**config.mk**
```make
export PLATFORM = sky130hd
export DESIGN_NAME = vga_pattern_gen_flat
export DESIGN_NICKNAME = d
export VERILOG_FILES = /design/src/rtl/vga_pattern_pkg.sv /design/src/rtl/vga_pattern_gen_if.sv /design/src/rtl/vga_tile_counter.sv /design/src/rtl/vga_pattern_gen.sv /design/src/flat_wrapper.sv
export SDC_FILE = /design/constraint.sdc
export NUM_CORES = 1
export LEC_CHECK = 0
export ABC_CLOCK_PERIOD_IN_PS = 5700
export CORE_ASPECT_RATIO = 1.2
export CORE_MARGIN = 1
export CORE_UTILIZATION = 30
export DETAILED_ROUTE_END_ITERATION = 7
export PLACE_DENSITY = 0.48
export RECOVER_POWER = 25
export SETUP_SLACK_MARGIN = 0.5
export SLEW_MARGIN = 15
export SYNTH_ARGS = -nofsm -noshare
export SYNTH_HDL_FRONTEND = slang
export SYNTH_SLANG_ARGS = --single-unit
```
**constraint.sdc**
```tcl
create_clock -name i_Clk -period 5.7 [get_ports i_Clk]
set_clock_uncertainty 0.1 [all_clocks]
set_input_delay 1.14 -clock i_Clk [delete_from_list [all_inputs] [get_ports i_Clk]]
set_output_delay 1.14 -clock i_Clk [all_outputs]
set_load 0.01 [all_outputs]
```
**src/rtl/vga_pattern_pkg.sv**
```systemverilog
// Shared definitions for the VGA test-pattern generator.
//   mode_e       : applied/requested pattern mode encodings
//   colour_max() : full-scale value of an N-bit colour channel
//   BAR_RGB      : colour-bar table, one on/off bit per channel, bar 0 first
package vga_pattern_pkg;

  typedef enum logic [1:0] {
    MODE_CHART   = 2'd0,
    MODE_BARS    = 2'd1,
    MODE_CHECKER = 2'd2,
    MODE_SCROLL  = 2'd3
  } mode_e;

  typedef struct packed {
    logic r;
    logic g;
    logic b;
  } bar_rgb_t;

  localparam bar_rgb_t BAR_WHITE   = 3'b111;
  localparam bar_rgb_t BAR_YELLOW  = 3'b110;
  localparam bar_rgb_t BAR_CYAN    = 3'b011;
  localparam bar_rgb_t BAR_GREEN   = 3'b010;
  localparam bar_rgb_t BAR_MAGENTA = 3'b101;
  localparam bar_rgb_t BAR_RED     = 3'b100;
  localparam bar_rgb_t BAR_BLUE    = 3'b001;
  localparam bar_rgb_t BAR_BLACK   = 3'b000;

  localparam bar_rgb_t BAR_RGB [8] = '{BAR_WHITE, BAR_YELLOW, BAR_CYAN, BAR_GREEN,
                                       BAR_MAGENTA, BAR_RED, BAR_BLUE, BAR_BLACK};

  function automatic int unsigned colour_max(input int unsigned bits);
    return (32'd1 << bits) - 32'd1;
  endfunction

endpackage

```
**src/rtl/vga_pattern_gen_if.sv**
```systemverilog
// Pixel-stream interface between VGA_Controller and vga_pattern_gen.
//   i_X/i_Y, i_Mode/i_Mode_Load : coordinate and mode request (master -> slave)
//   o_Red/o_Grn/o_Blu           : registered pixel colour (slave -> master)
//   o_Col/o_Row/o_Mode/o_Frame  : stage-1 tile position, applied mode, frame count
interface vga_pattern_gen_if #(
  parameter int unsigned COLOR_BITS = 3,
  parameter int unsigned COORD_BITS = 12
);
  logic [COORD_BITS-1:0] i_X;
  logic [COORD_BITS-1:0] i_Y;
  logic [1:0]            i_Mode;
  logic                  i_Mode_Load;
  logic [COLOR_BITS-1:0] o_Red;
  logic [COLOR_BITS-1:0] o_Grn;
  logic [COLOR_BITS-1:0] o_Blu;
  logic [7:0]            o_Col;
  logic [7:0]            o_Row;
  logic [1:0]            o_Mode;
  logic [7:0]            o_Frame;

  modport master (
    output i_X, i_Y, i_Mode, i_Mode_Load,
    input  o_Red, o_Grn, o_Blu, o_Col, o_Row, o_Mode, o_Frame
  );

  modport slave (
    input  i_X, i_Y, i_Mode, i_Mode_Load,
    output o_Red, o_Grn, o_Blu, o_Col, o_Row, o_Mode, o_Frame
  );
endinterface

```
**src/rtl/vga_tile_counter.sv**
```systemverilog
// Tile index counter: a sub-counter runs 0..TILE_SIZE-1 and bumps the tile
// index on wrap, so no divider is needed.
//   i_Clk, w_Reset : clock, synchronous active-high reset
//   clr_i          : restart at tile 0 (wins over adv_i)
//   adv_i          : advance by one pixel/line
//   count_o        : registered tile index (wraps at 2^COUNT_W)
module vga_tile_counter #(
  parameter int unsigned TILE_SIZE = 20,
  parameter int unsigned COUNT_W   = 8
) (
  input  logic               i_Clk,
  input  logic               w_Reset,
  input  logic               clr_i,
  input  logic               adv_i,
  output logic [COUNT_W-1:0] count_o
);
  localparam int unsigned SUB_W = (TILE_SIZE > 1) ? $clog2(TILE_SIZE) : 1;
  localparam logic [SUB_W-1:0] SUB_LAST = SUB_W'(TILE_SIZE - 1);

  logic [SUB_W-1:0]   sub_q, sub_d;
  logic [COUNT_W-1:0] count_q, count_d;

  // Next-state: clear, else step the sub-counter and carry into the index
  always_comb begin
    sub_d   = sub_q;
    count_d = count_q;
    if (clr_i) begin
      sub_d   = '0;
      count_d = '0;
    end else if (adv_i) begin
      if (sub_q == SUB_LAST) begin
        sub_d   = '0;
        count_d = count_q + COUNT_W'(1);
      end else begin
        sub_d = sub_q + SUB_W'(1);
      end
    end
  end

  always_ff @(posedge i_Clk) begin
    if (w_Reset) begin
      sub_q   <= '0;
      count_q <= '0;
    end else begin
      sub_q   <= sub_d;
      count_q <= count_d;
    end
  end

  assign count_o = count_q;
endmodule

```
**src/rtl/vga_pattern_gen.sv**
```systemverilog
// Multi-mode VGA test-pattern generator, fixed 2-cycle coordinate-to-colour
// latency. Stage 1 registers tile col/row, active flag, applied mode and frame
// count; stage 2 registers the colour.
//   i_Clk, w_Reset : pixel clock, synchronous active-high reset
//   bus (slave)    : coordinates/mode request in, colour and status out
// Optional macro VGA_PATTERN_BORDER_EN: paints a full-scale one-pixel border
// around the active area, overriding every mode.
module vga_pattern_gen
  import vga_pattern_pkg::*;
#(
  parameter int unsigned COLOR_BITS = 3,
  parameter int unsigned COORD_BITS = 12,
  parameter int unsigned H_ACTIVE   = 640,
  parameter int unsigned V_ACTIVE   = 480,
  parameter int unsigned TILE_W     = 20,
  parameter int unsigned TILE_H     = 30
) (
  input logic          i_Clk,
  input logic          w_Reset,
  vga_pattern_gen_if.slave bus
);
  localparam int unsigned SCROLL_W   = COLOR_BITS + 2;
  localparam int unsigned CHART_COLS = 2 ** (COLOR_BITS + 2);
  localparam int unsigned CHART_ROWS = 2 ** (COLOR_BITS + 1);
  localparam logic [COLOR_BITS-1:0] FULL = COLOR_BITS'(colour_max(COLOR_BITS));

  logic x_zero_c, y_zero_c, frame_start_c, active_c;
  logic [7:0] col_q, row_q;
  mode_e      pend_q, pend_d, mode_q, mode_d;
  logic [7:0] frame_q, frame_d;
  logic       active1_q;
  logic [SCROLL_W-1:0]   scroll_col_c;
  logic [COLOR_BITS-1:0] red_q, grn_q, blu_q, red_d, grn_d, blu_d;
  bar_rgb_t   bar_c;

  assign x_zero_c      = (bus.i_X == '0);
  assign y_zero_c      = (bus.i_Y == '0);
  assign frame_start_c = x_zero_c && y_zero_c;
  assign active_c      = (bus.i_X < COORD_BITS'(H_ACTIVE)) && (bus.i_Y < COORD_BITS'(V_ACTIVE));

`ifdef VGA_PATTERN_BORDER_EN
  logic border_c, border1_q;
  assign border_c = x_zero_c || y_zero_c ||
                    (bus.i_X == COORD_BITS'(H_ACTIVE - 1)) ||
                    (bus.i_Y == COORD_BITS'(V_ACTIVE - 1));
`endif

  // Columns advance every pixel and restart each line
  vga_tile_counter #(.TILE_SIZE(TILE_W), .COUNT_W(8)) u_col_cnt (
    .i_Clk   (i_Clk),
    .w_Reset (w_Reset),
    .clr_i   (x_zero_c),
    .adv_i   (1'b1),
    .count_o (col_q)
  );

  // Rows advance once per line and restart each frame
  vga_tile_counter #(.TILE_SIZE(TILE_H), .COUNT_W(8)) u_row_cnt (
    .i_Clk   (i_Clk),
    .w_Reset (w_Reset),
    .clr_i   (frame_start_c),
    .adv_i   (x_zero_c),
    .count_o (row_q)
  );

  // Mode request is held pending; frame start applies the value pending before
  // this cycle, so a strobe on the frame-start cycle lands one frame later.
  always_comb begin
    pend_d  = pend_q;
    mode_d  = mode_q;
    frame_d = frame_q;
    if (bus.i_Mode_Load) pend_d = mode_e'(bus.i_Mode);
    if (frame_start_c) begin
      mode_d  = pend_q;
      frame_d = frame_q + 8'd1;
    end
  end

  always_ff @(posedge i_Clk) begin
    if (w_Reset) begin
      pend_q    <= MODE_CHART;
      mode_q    <= MODE_CHART;
      frame_q   <= '0;
      active1_q <= 1'b0;
`ifdef VGA_PATTERN_BORDER_EN
      border1_q <= 1'b0;
`endif
    end else begin
      pend_q    <= pend_d;
      mode_q    <= mode_d;
      frame_q   <= frame_d;
      active1_q <= active_c;
`ifdef VGA_PATTERN_BORDER_EN
      border1_q <= border_c;
`endif
    end
  end

  // Colour chart: 4 bands of tiles in two halves; outside the chart is black
  function automatic logic [3*COLOR_BITS-1:0] chart_rgb(input logic [7:0] col,
                                                        input logic [7:0] row);
    logic [COLOR_BITS-1:0] lo, lr, r, g, b;
    logic [1:0] band;
    logic       half;
    lo   = col[COLOR_BITS-1:0];
    lr   = row[COLOR_BITS-1:0];
    band = col[COLOR_BITS+1:COLOR_BITS];
    half = row[COLOR_BITS];
    r = '0;
    g = '0;
    b = '0;
    if (half) begin
      r = lr;
      case (band)
        2'd0:    g = lo;
        2'd1:    begin g = FULL; b = lo;   end
        2'd2:    begin g = ~lo;  b = FULL; end
        default: b = ~lo;
      endcase
    end else begin
      case (band)
        2'd0:    begin g = lo;  b = ~lr; end
        2'd1:    begin g = ~lo; b = lr;  end
        2'd2:    begin g = lr;  b = lr;  end
        default: begin g = ~lr; b = ~lo; end
      endcase
    end
    if (32'(col) >= CHART_COLS || 32'(row) >= CHART_ROWS) begin
      r = '0;
      g = '0;
      b = '0;
    end
    return {r, g, b};
  endfunction

  // Scroll offset is frame/4, applied modulo the chart width
  assign scroll_col_c = col_q[SCROLL_W-1:0] + SCROLL_W'(frame_q[7:2]);
  assign bar_c        = BAR_RGB[col_q[4:2]];

  // Stage-2 colour select
  always_comb begin
    red_d = '0;
    grn_d = '0;
    blu_d = '0;
    case (mode_q)
      MODE_CHART:  {red_d, grn_d, blu_d} = chart_rgb(col_q, row_q);
      MODE_BARS: begin
        red_d = {COLOR_BITS{bar_c.r}};
        grn_d = {COLOR_BITS{bar_c.g}};
        blu_d = {COLOR_BITS{bar_c.b}};
      end
      MODE_CHECKER: begin
        if (col_q[0] ^ row_q[0]) begin
          red_d = FULL;
          grn_d = FULL;
          blu_d = FULL;
        end
      end
      default:     {red_d, grn_d, blu_d} = chart_rgb(8'(scroll_col_c), row_q);
    endcase
    if (!active1_q) begin
      red_d = '0;
      grn_d = '0;
      blu_d = '0;
    end
`ifdef VGA_PATTERN_BORDER_EN
    if (active1_q && border1_q) begin
      red_d = FULL;
      grn_d = FULL;
      blu_d = FULL;
    end
`endif
  end

  always_ff @(posedge i_Clk) begin
    if (w_Reset) begin
      red_q <= '0;
      grn_q <= '0;
      blu_q <= '0;
    end else begin
      red_q <= red_d;
      grn_q <= grn_d;
      blu_q <= blu_d;
    end
  end

  assign bus.o_Red   = red_q;
  assign bus.o_Grn   = grn_q;
  assign bus.o_Blu   = blu_q;
  assign bus.o_Col   = col_q;
  assign bus.o_Row   = row_q;
  assign bus.o_Mode  = mode_q;
  assign bus.o_Frame = frame_q;
endmodule

```
**src/flat_wrapper.sv**
```systemverilog
// flat-port wrapper written by rule: the top's interface ports become plain ports
module vga_pattern_gen_flat import vga_pattern_pkg::*;
#(
  parameter int unsigned COLOR_BITS = 3,
  parameter int unsigned COORD_BITS = 12,
  parameter int unsigned H_ACTIVE   = 640,
  parameter int unsigned V_ACTIVE   = 480,
  parameter int unsigned TILE_W     = 20,
  parameter int unsigned TILE_H     = 30
)
  (i_Clk, w_Reset, bus_i_X, bus_i_Y, bus_i_Mode, bus_i_Mode_Load, bus_o_Red, bus_o_Grn, bus_o_Blu, bus_o_Col, bus_o_Row, bus_o_Mode, bus_o_Frame);
  vga_pattern_gen_if #(.COLOR_BITS(COLOR_BITS), .COORD_BITS(COORD_BITS)) bus_i ();
  input logic i_Clk;
  input logic w_Reset;
  input wire logic [$bits(bus_i.i_X)-1:0] bus_i_X;
  input wire logic [$bits(bus_i.i_Y)-1:0] bus_i_Y;
  input wire logic [$bits(bus_i.i_Mode)-1:0] bus_i_Mode;
  input wire logic [$bits(bus_i.i_Mode_Load)-1:0] bus_i_Mode_Load;
  output wire logic [$bits(bus_i.o_Red)-1:0] bus_o_Red;
  output wire logic [$bits(bus_i.o_Grn)-1:0] bus_o_Grn;
  output wire logic [$bits(bus_i.o_Blu)-1:0] bus_o_Blu;
  output wire logic [$bits(bus_i.o_Col)-1:0] bus_o_Col;
  output wire logic [$bits(bus_i.o_Row)-1:0] bus_o_Row;
  output wire logic [$bits(bus_i.o_Mode)-1:0] bus_o_Mode;
  output wire logic [$bits(bus_i.o_Frame)-1:0] bus_o_Frame;
  assign bus_i.i_X = bus_i_X;
  assign bus_i.i_Y = bus_i_Y;
  assign bus_i.i_Mode = bus_i_Mode;
  assign bus_i.i_Mode_Load = bus_i_Mode_Load;
  assign bus_o_Red = bus_i.o_Red;
  assign bus_o_Grn = bus_i.o_Grn;
  assign bus_o_Blu = bus_i.o_Blu;
  assign bus_o_Col = bus_i.o_Col;
  assign bus_o_Row = bus_i.o_Row;
  assign bus_o_Mode = bus_i.o_Mode;
  assign bus_o_Frame = bus_i.o_Frame;
  vga_pattern_gen #(.COLOR_BITS(COLOR_BITS), .COORD_BITS(COORD_BITS), .H_ACTIVE(H_ACTIVE), .V_ACTIVE(V_ACTIVE), .TILE_W(TILE_W), .TILE_H(TILE_H)) u_core (.i_Clk(i_Clk), .w_Reset(w_Reset), .bus(bus_i));
endmodule
```
==> results.sh <==
export IMPL_netlist_area_um2=3070
export IMPL_cellLeakagePower_nw=1.51
export IMPL_postCtsSetupBuffers=0
export IMPL_via_per_inst=5.21
export IMPL_core_um2=10000
export IMPL_ys_ff_latch=48
export IMPL_synth_seq_area_share_pct=31.3
export IMPL_swShare_pct=19.6
export IMPL_cap_violations=0
export IMPL_track_usage_pct=15.5
export IMPL_hold_buffers=0
export IMPL_synth_top_cell_area_share_pct=31.3
export IMPL_r2r_setup_slack_ns=2.27
export IMPL_hpwl_um=5770
export IMPL_setup_viol=0
export IMPL_cts_sinks=48
export IMPL_clkLatencyLatePin_ns=0.29
export IMPL_vdd_ir_drop_max_mv=0.103
export IMPL_synthTopCellsByArea="dfxtp_1, ha_1, a21oi_1"
export IMPL_die_area_um2=10700
export IMPL_outcome="completed"
export IMPL_async_flop_share_pct=0
export IMPL_crit_arrival_ns=3.47
export IMPL_r2r_start="u_core.u_col_cnt.count_o[0]"
export IMPL_ys_types=48
export IMPL_hp_class="reg -> reg"
export IMPL_place_area_um2=3780
export IMPL_fmax_mhz=292
export IMPL_port_buffers=63
export IMPL_vias=2811
export IMPL_syn_inst=363
export IMPL_synth_edf_count=0
export IMPL_tns_ns=0
export IMPL_yosysWarnings=0
export IMPL_crit_path_end_kind="register"
export IMPL_hold_depth=1
export IMPL_clk_pin_slew_ns=0.06
export IMPL_clkPwrFrac_pct=48.7
export IMPL_start_util_pct=30.7
export IMPL_drive_above_1_share_pct=4.83
export IMPL_syn_avg_cell_area_um2=8.47
export IMPL_critical_path_startpoint_type="register"
export IMPL_ant_nets=0
export IMPL_maxSlewViolCount=0
export IMPL_pin_count=64
export IMPL_grt_pass1_vias=2666
export IMPL_rows=40
export IMPL_cts_buffers=5
export IMPL_rsz0062_at_grt="false"
export IMPL_pwr_share_seq_pct=46.2
export IMPL_syn_nets=415
export IMPL_critPathLaunch="u_core.u_col_cnt.count_o[0]"
export IMPL_dr_pass1_iters=4
export IMPL_clock_root_buffer="clkbuf_16"
export IMPL_syn_to_final_growth_pct=28.8
export IMPL_fp_dieH_um=113
export IMPL_p_per_area_nw_per_um2=186
export IMPL_max_slew_margin_rel_pct=45.9
export IMPL_path_class="reg -> reg"
export IMPL_routed_wl_um=7850
export IMPL_tightest_slew_ns=0.811
export IMPL_drc_errors=0
export IMPL_nets=465
export IMPL_synth_ff_type="dfxtp_1"
export IMPL_combinationalPowerShare_pct=5.0
export IMPL_min_delay_start="u_core.u_col_cnt.sub_q[0]"
export IMPL_p_sw_mw=0.144
export IMPL_cts_tree="done"
export IMPL_grt_overflow_total=0
export IMPL_worst_r2r_path_depth=10
export IMPL_fin_crit_ns=3.43
export IMPL_fin_area_um2=3960
export IMPL_ctsResizeCount=0
export IMPL_required_ns=5.75
export IMPL_grt_first_pass_wirelength_um=13100
export IMPL_antenna_cells=0
export IMPL_fillers=1034
export IMPL_p_int_mw=0.591
export IMPL_clockBufferDepth=2
export IMPL_final_cell_mix="clkdlybuf4s50_1, dfxtp_1, a21oi_1"
export IMPL_wl_per_cell_um=14.5
export IMPL_synth_area_leader_cell="dfxtp_1"
export IMPL_grt_antenna_before_repair=0
export IMPL_die_w_um=94.4
export IMPL_drtIter0Drc=108
export IMPL_h_tree_depth=2
export IMPL_cp_max_fo=11
export IMPL_fin_crit_sh_pct=60.1
export IMPL_grt_max_degree=29
export IMPL_finalWeightedCongestion=0.779
export IMPL_hold_viol_final=0
-- final cells by class --
cell class	instances	area [um2]	area share, %
inverter	15	56.3	1.42
multi-input combinational	279	1960	49.6
clock inverter	1	30.0	0.758
tap	126	158	3.98
timing repair buffer	64	638	16.1
sequential	48	961	24.3
clock buffer	7	153	3.85
-- through the flow --
stage               power (mW)  hold slack [ns]  utilization, %  cells  setup WS [ns]
finish                   0.736            0.361            39.6    540           2.27
floorplan                0.360            0.331               -    363           2.72
detailed placement       0.385            0.358            37.7    532           2.18
global route             0.763            0.381            39.6    540           2.16
CTS                      0.752            0.368            39.6    540           2.33
global placement         0.385            0.354            37.7    532           2.26
-- worst max-delay path, stage by stage (launching register included) --
cell,delay (ns)
dfxtp_1,0.45
ha_1,0.29
fa_1,0.40
a21o_1,0.17
a21oi_1,0.16
xor2_1,0.31
inv_1,0.11
ha_1,0.30
mux2_2,0.29
a2111oi_0,0.54
o211ai_1,0.17
-- flip-flops by register name, indices dropped and copies added (netlist names) --
signal,flops
u_core.bus.o_Blu,3
u_core.bus.o_Frame,8
u_core.bus.o_Mode,2
u_core.u_col_cnt.sub_q,5
u_core.bus.o_Red,3
u_core.bus.o_Grn,3
u_core.pend_q,2
u_core.u_row_cnt.count_o,8
u_core.u_col_cnt.count_o,8
u_core.active1_q,1
u_core.u_row_cnt.sub_q,5
-- routing by layer --
metal / vias up / GRT usage, % / wire length [um]
met2: 69 / 26.8 / 3880
met5: - / 0 / 0
met4: 0 / 6.46 / 174
met1: 1311 / 18.7 / 3450
li1: 1420 / - / -
met3: 11 / 2.76 / 335
-- path summary, 6_finish.rpt --
path	end
max	u_core.bus.o_Grn[2]
min reg2reg	u_core.u_col_cnt.sub_q[0]
min	u_core.u_col_cnt.sub_q[0]
max reg2reg	u_core.bus.o_Grn[2]
-- kinds of logic (layout without fill, tap and decap cells) --
kind of cell	count (synthesis)	in the layout	synth area share (%)
AOI/OAI and AO/OA	84	84	16.9
xor gates and xnor gates	19	19	5.41
adders and majority gates	23	23	9.61
buffers and inverters	36	87	4.84
DFF	48	48	31.3
muxes	15	15	5.01
and+or+nand+nor	138	138	27.0
-- power by group through the flow --
stage	Combinational, mW	Sequential, mW	Clock (mW)
floorplan	0.0124	0.347	0
global placement	0.0372	0.348	0
detailed placement	0.0375	0.348	0
CTS	0.0376	0.340	0.374
global route	0.0404	0.340	0.382
finish	0.0368	0.340	0.359
-- synthesized netlist by cell type (all sizes together), types with 9 or more instances --
cell type,number
dfxtp,48
mux2i,12
o211ai,9
clkbuf,13
a21oi,28
nor3,11
ha,22
nand4,11
or3,9
xor2,11
or4,9
o21ai,21
nand3,15
nand2,14
inv,15
nor2b,9
nor2,27
Note: power is estimated with default switching activity, not from simulation.
